## config.mk

```make
export PLATFORM = sky130hd
export DESIGN_NAME = piso_tx_scheduler_flat
export DESIGN_NICKNAME = d
export VERILOG_FILES = /design/src/rtl/piso_tx_scheduler_if.sv /design/src/rtl/piso_tx_scheduler.sv /design/src/flat_wrapper.sv
export SDC_FILE = /design/constraint.sdc
export NUM_CORES = 1
export LEC_CHECK = 0
export CAP_MARGIN = 20
export CORE_MARGIN = 5
export CORE_UTILIZATION = 49
export CTS_CLUSTER_DIAMETER = 100
export DETAILED_ROUTE_END_ITERATION = 10
export PLACE_DENSITY_LB_ADDON = 0.05
export SETUP_SLACK_MARGIN = 0.02
export SLEW_MARGIN = 20
export SYNTH_ARGS = -nofsm -noshare
export SYNTH_HDL_FRONTEND = slang
export SYNTH_SLANG_ARGS = --single-unit
```

## constraint.sdc

```tcl
create_clock -name clk -period 1.9 [get_ports clk]
set_input_delay 0.38 -clock clk [delete_from_list [all_inputs] [get_ports clk]]
set_output_delay 0.38 -clock clk [all_outputs]
set_load 0.02 [all_outputs]
```

## src/rtl/piso_tx_scheduler_if.sv

```systemverilog
// Requester handshake bundle for piso_tx_scheduler.
// One instance per requester: valid/data in, ready back.
interface piso_tx_scheduler_if #(
  parameter int DATA_W = 8
);
  logic              valid;
  logic [DATA_W-1:0] data;
  logic              ready;

  modport master (
    output valid,
    output data,
    input  ready
  );

  modport slave (
    input  valid,
    input  data,
    output ready
  );
endinterface

```

## src/rtl/piso_tx_scheduler.sv

```systemverilog
// Round-robin word scheduler feeding a PISO shift register.
// Grants one of two requesters, loads the word, paces the shifts.
module piso_tx_scheduler #(
  parameter int DATA_W = 8,
  parameter int DIV_W  = 8
) (
  input  logic              clk,
  input  logic              rst,
  piso_tx_scheduler_if.slave req0,
  piso_tx_scheduler_if.slave req1,
  input  logic [DIV_W-1:0]  bit_div,
  output logic              piso_load,
  output logic [DATA_W-1:0] piso_data,
  output logic              piso_shift,
  output logic              busy,
  output logic              grant_id,
  output logic              done
);

  localparam int CW = $clog2(DATA_W + 1);
  localparam logic [CW-1:0] LAST = CW'(DATA_W - 1);

  typedef enum logic [1:0] {
    IDLE,
    LOAD,
    SHIFT,
    DONE
  } state_t;

  state_t            state;
  state_t            state_nx;
  logic              rr_ptr;
  logic [DIV_W-1:0]  period;
  logic [DIV_W-1:0]  cnt;
  logic [CW-1:0]     bits;
  logic              win0;
  logic              win1;
  logic              hs;
  logic              tick;
  logic              last;

  // Arbitration: one ready at most, only in IDLE and out of reset.
  always_comb begin
    win0 = 1'b0;
    win1 = 1'b0;
    if (rst && state == IDLE) begin
      win0 = req0.valid && (!req1.valid || !rr_ptr);
      win1 = req1.valid && (!req0.valid || rr_ptr);
    end
  end

  assign req0.ready = win0;
  assign req1.ready = win1;
  assign hs         = win0 | win1;

  assign tick = (state == SHIFT) && (cnt == period);
  assign last = (bits == LAST);

  assign piso_load  = (state == LOAD);
  assign piso_shift = tick;
  assign done       = (state == DONE);
  assign busy       = (state != IDLE);

  // State register.
  always_ff @(posedge clk or negedge rst) begin
    if (!rst) begin
      state <= IDLE;
    end else begin
      state <= state_nx;
    end
  end

  // Next-state logic.
  always_comb begin
    state_nx = state;
    unique case (state)
      IDLE:  if (hs) state_nx = LOAD;
      LOAD:  state_nx = SHIFT;
      SHIFT: if (tick && last) state_nx = DONE;
      DONE:  state_nx = IDLE;
      default: state_nx = IDLE;
    endcase
  end

  // Word capture, bit pacing and round-robin update.
  always_ff @(posedge clk or negedge rst) begin
    if (!rst) begin
      rr_ptr    <= 1'b0;
      grant_id  <= 1'b0;
      piso_data <= '0;
      period    <= '0;
      cnt       <= '0;
      bits      <= '0;
    end else begin
      unique case (state)
        IDLE: begin
          if (hs) begin
            piso_data <= win1 ? req1.data : req0.data;
            period    <= bit_div;
            grant_id  <= win1;
          end
        end
        LOAD: begin
          cnt  <= '0;
          bits <= '0;
        end
        SHIFT: begin
          if (tick) begin
            cnt  <= '0;
            bits <= bits + CW'(1);
          end else begin
            cnt <= cnt + DIV_W'(1);
          end
        end
        DONE: begin
          rr_ptr <= ~grant_id;
        end
        default: begin
          cnt <= '0;
        end
      endcase
    end
  end

endmodule

```

## src/flat_wrapper.sv

```systemverilog
// flat-port wrapper written by rule: the top's interface ports become plain ports
module piso_tx_scheduler_flat 
#(
  parameter int DATA_W = 8,
  parameter int DIV_W  = 8
)
  (clk, rst, bit_div, piso_load, piso_data, piso_shift, busy, grant_id, done, req0_valid, req0_data, req0_ready, req1_valid, req1_data, req1_ready);
  piso_tx_scheduler_if #(.DATA_W(DATA_W)) req0_i ();
  piso_tx_scheduler_if #(.DATA_W(DATA_W)) req1_i ();
  input  logic clk;
  input  logic rst;
  input  logic [DIV_W-1:0] bit_div;
  output logic piso_load;
  output logic [DATA_W-1:0] piso_data;
  output logic piso_shift;
  output logic busy;
  output logic grant_id;
  output logic done;
  input wire logic [$bits(req0_i.valid)-1:0] req0_valid;
  input wire logic [$bits(req0_i.data)-1:0] req0_data;
  output wire logic [$bits(req0_i.ready)-1:0] req0_ready;
  input wire logic [$bits(req1_i.valid)-1:0] req1_valid;
  input wire logic [$bits(req1_i.data)-1:0] req1_data;
  output wire logic [$bits(req1_i.ready)-1:0] req1_ready;
  assign req0_i.valid = req0_valid;
  assign req0_i.data = req0_data;
  assign req0_ready = req0_i.ready;
  assign req1_i.valid = req1_valid;
  assign req1_i.data = req1_data;
  assign req1_ready = req1_i.ready;
  piso_tx_scheduler #(.DATA_W(DATA_W), .DIV_W(DIV_W)) u_core (.clk(clk), .rst(rst), .req0(req0_i), .req1(req1_i), .bit_div(bit_div), .piso_load(piso_load), .piso_data(piso_data), .piso_shift(piso_shift), .busy(busy), .grant_id(grant_id), .done(done));
endmodule
```

Word level (Yosys, flattened, before mapping) --
Index checks and enable logic that the tools add are counted.
Cells by class: add/subtract/negate cells 2, eq/ne operators 8, bitwise logic cells 2, mux-type cells 10, reductions and logical operators 16
Operators by type and width (number):
- 8-bit 2-to-1 mux | 2
- 8-bit one-hot mux with 2 select lines | 1
- 8-bit by 1-bit adder with 8-bit output, second input constant | 1
- 8-bit == test | 1
- 2-bit one-hot mux with 4 select lines | 1
- 4-bit one-hot mux with 2 select lines | 1
- 2-bit AND reduction | 3
- 1-bit logical AND | 5
- 4-bit by 1-bit adder with 4-bit output, second input constant | 1
- 2-bit == test, second input constant | 2
- 4-bit by 3-bit == test with 1-bit output, second input constant | 1
- 2-bit 2-to-1 mux | 2
- 4-bit 2-to-1 mux | 1
- 2-bit by 1-bit != test with 1-bit output, second input constant | 2
- 2-bit nonzero test | 2
- 1-bit logical NOT | 3
- 2-bit by 1-bit == test with 1-bit output, second input constant | 1
- 2-bit logical NOT | 1
- 1-bit logical OR | 2
- 1-bit 2-to-1 mux | 2
- 2-bit != test, second input constant | 1
- 1-bit inverter | 1
- 1-bit bitwise OR | 1
Word-level totals: logic and storage cells 45, bits of input ports 28, register bits after elaboration 32, output and inout bits 15

Longest topological paths before layout --
Gate-level depths: netlist of run 1.
depth in word-level cells 7, depth in mapped cells 8, depth with buffers taken out 6

Worst setup path after synthesis of run 1 --
Ideal clock, no wire load.
kind flip-flop to output port, start register u_core.state[0], end output piso_shift, stages on the path, launching flop included 6, buffers on the path 2, data required time 1520 ps, arrival 1363 ps, slack 157 ps, path through dfrtp_1 inv_1 ha_1 buf_2 clkbuf_1 and3_1
Between the ends: cells in the longest elaborated chain, start to end 2
RTL lines:
- start, declared | line piso_tx_scheduler.sv:30 | state_t state;
- start signal, assigned | line piso_tx_scheduler.sv:69 | state <= state_nx;
- 2-bit == test | line piso_tx_scheduler.sv:56 | assign tick = (state == SHIFT) && (cnt == period);
- 1-bit logical AND | line piso_tx_scheduler.sv:56
- end, declared | line flat_wrapper.sv:15 | output logic piso_shift;
Every way passes these cells.

Worst setup path in the final report of run 1 --
start register u_core.period[6], end output piso_shift
Between the ends: cells in the longest elaborated chain, start to end 2
RTL lines:
- start, declared | line piso_tx_scheduler.sv:33 | logic [DIV_W-1:0] period;
- start signal, assigned | line piso_tx_scheduler.sv:99 | period <= bit_div;
- 8-bit == test | line piso_tx_scheduler.sv:56
- 1-bit logical AND | line piso_tx_scheduler.sv:56
Every way passes these cells.

==> results of run 1 <==
-- worst min-delay path by stage --
stage | to | start | slack (ns)
2_1_floorplan | u_core.bits[0] | rst | 0.08
3_3_place_gp | u_core.piso_data[4] | u_core.piso_data[4] | 0.47
3_5_place_dp | u_core.piso_data[7] | u_core.piso_data[7] | 0.47
4_1_cts | u_core.grant_id | rst | 0.41
5_1_grt | u_core.rr_ptr | rst | 0.41
6_report | u_core.grant_id | rst | 0.40
-- kinds of logic (layout without fill, tap and decap cells) --
group / after synthesis / in the layout / share of synthesized area
simple gates: 54 / 54 / 0.156
mux: 17 / 17 / 0.102
xor+xnor: 10 / 10 / 0.0496
buf+inv: 17 / 89 / 0.0461
flops: 32 / 32 / 0.454
fa+ha+maj: 7 / 7 / 0.0496
compound gates: 37 / 37 / 0.143
-- metal layers --
| layer | global-route usage | vias to the layer above |
|---|---|---|
| met3 | 0.0473 | 7 |
| met2 | 0.319 | 39 |
| met1 | 0.209 | 759 |
| met4 | 0.0553 | 0 |
| li1 | - | 761 |
| met5 | 0 | - |
-- cell type report --
cell class,count,area [um^2]
multi-input cells,125,968
fillers,235,851
flip-flops and latches,32,801
repair buffers,73,649
clock buffers,8,58.8
well taps,46,57.6
inverters,8,30.0
-- flip-flops by register name, summed over array words and instances, names as in the netlist --
signal	flops
u_core.cnt	8
u_core.period	8
u_core.piso_data	8
u_core.bits	4
u_core.state	2
u_core.grant_id	1
u_core.rr_ptr	1
-- power by group --
group          internal [mW]  total (mW)  switching, mW
sequential             0.918        1.11          0.191
combinational          0.965        1.92          0.952
clock                  0.183       0.404          0.221
-- cells in the mapped netlist, drive strengths merged --
master | instances | area share
clkbuf | 2 | 0.0043
o2111ai | 2 | 0.0099
nor2 | 8 | 0.017
nor3b | 4 | 0.017
a211oi | 1 | 0.0043
o2bb2ai | 3 | 0.015
nand2b | 2 | 0.0071
o22a | 1 | 0.0050
xnor2 | 10 | 0.050
nand3b | 1 | 0.0043
o311ai | 1 | 0.0050
o211ai | 3 | 0.016
a41oi | 1 | 0.0050
mux2i | 9 | 0.051
nor3 | 2 | 0.0057
dfrtp | 32 | 0.45
a21oi | 8 | 0.023
nor2b | 2 | 0.0071
o21bai | 1 | 0.0043
a311o | 1 | 0.0057
a21o | 1 | 0.0043
a31oi | 1 | 0.0035
nand4b | 1 | 0.0050
nand4 | 3 | 0.011
nand2 | 20 | 0.043
ha | 7 | 0.050
nand3 | 7 | 0.020
inv | 8 | 0.017
mux2 | 8 | 0.051
and4 | 2 | 0.0099
o21ai | 11 | 0.033
and3 | 2 | 0.0099
buf | 7 | 0.025
o221ai | 2 | 0.0099
-- metrics by stage --
step / setup slack [ns] / setup TNS (ns)
global route: -0.0876 / -0.0876
CTS: -0.129 / -0.129
detailed placement: -0.278 / -0.834
finish: 0.0135 / 0
global placement: -0.269 / -0.580
floorplan: 0.157 / 0
-- repair_timing --
| item | in CTS | in global routing |
|---|---|---|
| hold endpoints to repair | 0 | 0 |
| gates resized for setup | 18 | 18 |
| setup buffers | 0 | 3 |
| endpoints found under the setup margin | 6 | 5 |
| pin swaps | 0 | 5 |
| cloned | 0 | 0 |
-- worst register-to-register path, cell delays in order, from the launching register on --
cell and delay, ns:
dfrtp_1 0.43, xnor2_2 0.18, buf_4 0.13, buf_4 0.09
nand4_1 0.18, o21ai_2 0.39, o221ai_1 0.18
==> results.md, run 1 <==
* 1st-iter DRT viols at 96
* CTS sink count at 32
* Mapped Nets at 209
* Crit share post-route at 0.993
* Worst path cell trace: xnor2_2 -> and4_1 -> and3_4 -> buf_6
* Area growth from synthesis to layout at 45.3%
* Post-synthesis sequential area ratio at 0.454
* I/O Buffers at 42
* Average wire per standard cell at approximately 15 um
* Hold_buf cts at 0
* Drt first pass iters at 4
* Min-delay worst type: input port to asynchronous set/reset pin
* Synth Register Bits at 32
* Worst R2R Path Depth at 6
* VDD IR-drop max at ~840 uV
* CP bufs+invs at 1
* TritonCTS clock tree: done
* # DRC at 0
* Most common cell after layout, fill and taps aside: clkdlybuf4s50_1
* GR Overflow Total at 0
* CTS buffer count at 5
* Critical Path RT at 1.52 ns
* CP max stage cell: dfrtp_1
* CP delay by family, top: simple AND/OR/NAND/NOR gates
* Cells after Synth at 174
* Die width at 70.0 um
* Crit path max fanout at 2
* End-of-flow core utilization at 0.751
* Via-to-Cell Ratio at 5.36
* Final Max Slew Viols at 0
* Hold_ws at 0.404 ns
* Dpl cell area at 2400 um^2
* Final setup viols at 0
* Met1 wire length at roughly 1800 um
* Nets at 280
* Total power at approximately 3.4 mW
* Wirelength, routed at about 4400 um
* Achievable Freq at between 500 and 600 MHz
* Period minus WS final at 1.89 ns
* Core ar. at between 3000 and 4000 um^2
* IO Count at 43
* Reg-to-reg setup timing slack at roughly 0.21 ns
* Crit path launch type: flop
* Dpl hpwl at 3170 um
* Worst-margin pin slew at 0.370 ns
* Antenna-violating nets left at 0
* Most frequent cells in the layout: 36 x clkdlybuf4s50_1, 33 x buf_4, 32 x dfrtp_1
* Static leakage power at 1.11 nW
* Antenna violations before repair at 0
* Ant diodes at 0
* Unique masters post-synth at between 40 and 50
* Die Area at approximately 4900 um^2
* GRT Util Overall at 0.179
* Initial core utilization at 0.517
* YS warnings at 0
* H-tree depth at 2
* Wire length on met2 at 2420 um
* Placed cell count at 281
* Pwr dens at 1340 nW/um^2
* CTS max path bufs at 2
* Layout Skew at 0.0103 ns
* Class of the most critical setup path: flop to output port
* Row cnt at 21
* RSZ-0062 raised after global routing: yes
* Largest net degree at the start of global routing at 29
* Final Hold Vio Count at 0
* Max-cap violations at 0
* Levels on crit path at 4
* Highest Signal Layer: met4
* Synth Cell Area at approximately 1800 um^2
* Crit path from: u_core.period[6]
* Clock Latency Late Sink at 0.32 ns
* Die height at 70.0 um
* Via count at 1566
* Arrival time worst endpoint at approximately 1.5 ns
* DR WL met3 at 184 um
* Vias in the first global route at 1634
* Max stage delay on crit path at roughly 0.42 ns
* Status: completed
* Routability cong. at 0.856
* Max_slew headroom at 0.753
* Average cell area after synthesis at 10.1 um^2
* RR Endpoint: u_core.cnt[4]
* Clk root buf: clkbuf_4
* Critical Path End: piso_shift
* Reg clk slew, reported paths at around 0.09 ns
* Design area at 2560 um^2
* Fraction of layout cells with a size suffix above 1 at 0.252
* CP Capture Type: output port
* Worst r2r src: u_core.cnt[2]
* Fin cells at 292
* First-pass GRT wire length at 7190 um
(Power assumes the default switching activity.)
==> run 2: changes to the inputs <==
--- a/config.mk
+++ b/config.mk
@@ -7,8 +7,9 @@
 export LEC_CHECK = 0
 export CAP_MARGIN = 20
 export CORE_MARGIN = 5
-export CORE_UTILIZATION = 49
+export CORE_UTILIZATION = 44
 export CTS_CLUSTER_DIAMETER = 100
+export CTS_CLUSTER_SIZE = 24
 export DETAILED_ROUTE_END_ITERATION = 10
 export PLACE_DENSITY_LB_ADDON = 0.05
 export SETUP_SLACK_MARGIN = 0.02
==> constraint.sdc (replaced) <==
create_clock -name clk -period 1.6 [get_ports clk]
set_input_delay 0.32 -clock clk [delete_from_list [all_inputs] [get_ports clk]]
set_output_delay 0.32 -clock clk [all_outputs]
set_load 0.02 [all_outputs]
==> run 2 against run 1 <==
  * The flow now finishes with violations (negative setup slack)
  * Via count is 3.1% higher
  * Hold slack worse by 0.12 ns
  * Flip-flop and latch count unchanged
  * Non-clock buffer count increased by 10
  * Count of clock-buffer cells in the layout fell by 2
  * Clock skew is 0.0022 ns lower
  * Register-to-register slack worse by 0.21 ns
  * Die area is 9.7% higher
  * Combinational power up 44%
  * Final area is 15% higher
  * Largest cell class unchanged
  * Largest power group unchanged
==> results.md, run 2 (synthesis gave the netlist of run 1 again) <==
* Status: complete, but fails checks
* Failing checks: negative setup slack
* CTS sink count at 32
* Hold_buf cts at 0
* Core ar. at 3940 um^2
* Antenna-violating nets left at 0
* Crit path max fanout at 2
* Average wire per standard cell at 16.1 um
* Die width at around 73 um
* Post-route setup TNS at -0.329 ns
* # DRC at 0
* I/O Buffers at 42
* Max-cap violations at 0
* GRT Util Overall at 0.183
* Class of the most critical setup path: flop to output port
* Worst R2R Path Depth at 7
* Final Max Slew Viols at 0
* Worst r2r src: u_core.state[0]
* Period minus WS final at 1.81 ns
* Total power at 4.68 mW
* Max_slew headroom at 0.763
* Die Area at 5380 um^2
* CP Capture Type: output port
* Reg clk slew, reported paths at ~0.060 ns
* H-tree depth at 2
* RR Endpoint: u_core.period[6]
* Crit path launch type: flop
* CTS buffer count at 5
* Nets at 290
* Final Hold Vio Count at 0
* Design area at 2940 um^2
* Layout Skew at 0.00806 ns
* Setup ws final at -0.208 ns
* Wirelength, routed at around 5000 um
* Crit share post-route at 1.13
* Final setup viols at 4
* Dpl cell area at around 2400 um^2
* Largest registers: u_core.cnt: 8 flops, u_core.period: 8 flops, u_core.piso_data: 8 flops
* TritonCTS clock tree: done
* Dpl hpwl at 3370 um
* Most common cell after layout, fill and taps aside: dfrtp_1
* Achievable Freq at between 500 and 600 MHz
* Static leakage power at 1.35 nW
* First-pass GRT wire length at 7600 um
* Reg-to-reg setup timing slack at 0 ns
* Row cnt at 23
* Initial core utilization at 0.448
* Most frequent cells in the layout: 32 x dfrtp_1, 28 x buf_4, 25 x clkdlybuf4s50_1
* Clk root buf: clkbuf_8
* Placed cell count at around 290
* Via count at 1615
* Fraction of layout cells with a size suffix above 1 at 0.365
* Via-to-Cell Ratio at ~5.3
* Antenna violations before repair at 0
* Routability cong. at around 0.84
* Fin cells at 305
* Pwr dens at 1590 nW/um^2
* Worst-margin pin slew at 0.356 ns
* Min-delay worst type: input port to asynchronous set/reset pin
* Critical Path RT at ~1.3 ns
* RSZ-0062 raised after global routing: yes
* CTS max path bufs at 2
* Clock Latency Late Sink at 0.28 ns
* VDD IR-drop max at a little under 1000 uV
* Drt first pass iters at 4
* Ant diodes at 0
* 1st-iter DRT viols at 76
* IO Count at 43
* GR Overflow Total at 0
* Area growth from synthesis to layout at 66.7%
* Die height at 73.3 um
* Number of fill cells at 271
* Arrival time worst endpoint at 1.49 ns
* Vias in the first global route at 1635
* Largest net degree at the start of global routing at 19
[run 2: changes by cell type in the layout (fill, tap and decap cells not counted), moves of 5 or more]
| cell | previous run | this run |
|---|---|---|
| clkbuf_4 | 5 | 0 |
| dlymetal6s2s_1 | 0 | 6 |
| buf_6 | 1 | 10 |
| buf_4 | 33 | 28 |
| mux2_4 | 0 | 7 |
| clkdlybuf4s50_1 | 36 | 25 |
[run 2: critical path, cell delays in order, from the launching register on]
cell and delay, ns:
dfrtp_1 0.43, xnor2_2 0.21, and4_4 0.28, and3_4 0.18
buf_6 0.11
[run 2: power breakdown]
part	switching, mW	internal [mW]
sequential	0.234	1.09
clock	0.284	0.295
combinational	1.33	1.45
[run 2: metrics by stage]
stage                util  setup slack (ns)  hold slack (ns)
floorplan               -            0.0182           0.0244
global placement    0.618            -0.515            0.462
detailed placement  0.618            -0.569            0.480
CTS                 0.670            -0.146            0.254
global route        0.746            -0.256            0.296
finish              0.746            -0.208            0.284
[run 2: layout make-up]
type / instances / area (um^2) / share of cell area
tap: 50 / 62.6 / 0.0213
multi-input combinational: 125 / 1110 / 0.378
clock buffer: 6 / 72.6 / 0.0247
sequential: 32 / 801 / 0.272
clock inverter: 1 / 5.00 / 0.00170
timing repair buffer: 83 / 860 / 0.292
inverter: 8 / 30.0 / 0.0102
[run 2: layer usage]
layer,routed length (um),track usage
met5,0,0
met4,79,0.0362
met3,196,0.0492
met2,2640,0.341
met1,1990,0.210
[run 2: worst max-delay path by stage]
stage / slack [ns] / endpoint / start
detailed placement: -0.57 / u_core.piso_data[7] / rst
global placement: -0.51 / req1_ready / req1_valid
finish: -0.21 / piso_shift / u_core.period[2]
floorplan: 0.02 / u_core.period[0] / u_core.state[0]
CTS: -0.15 / piso_shift / u_core.cnt[2]
global route: -0.26 / piso_shift / u_core.period[2]
[run 2: repair_timing]
| action | in CTS | in global routing |
|---|---|---|
| resized for setup | 49 | 54 |
| buffers inserted | 4 | 6 |
| pin swaps | 11 | 13 |
| cloned | 1 | 2 |
| setup endpoints to repair | 27 | 33 |
| hold endpoints to repair | 0 | 0 |
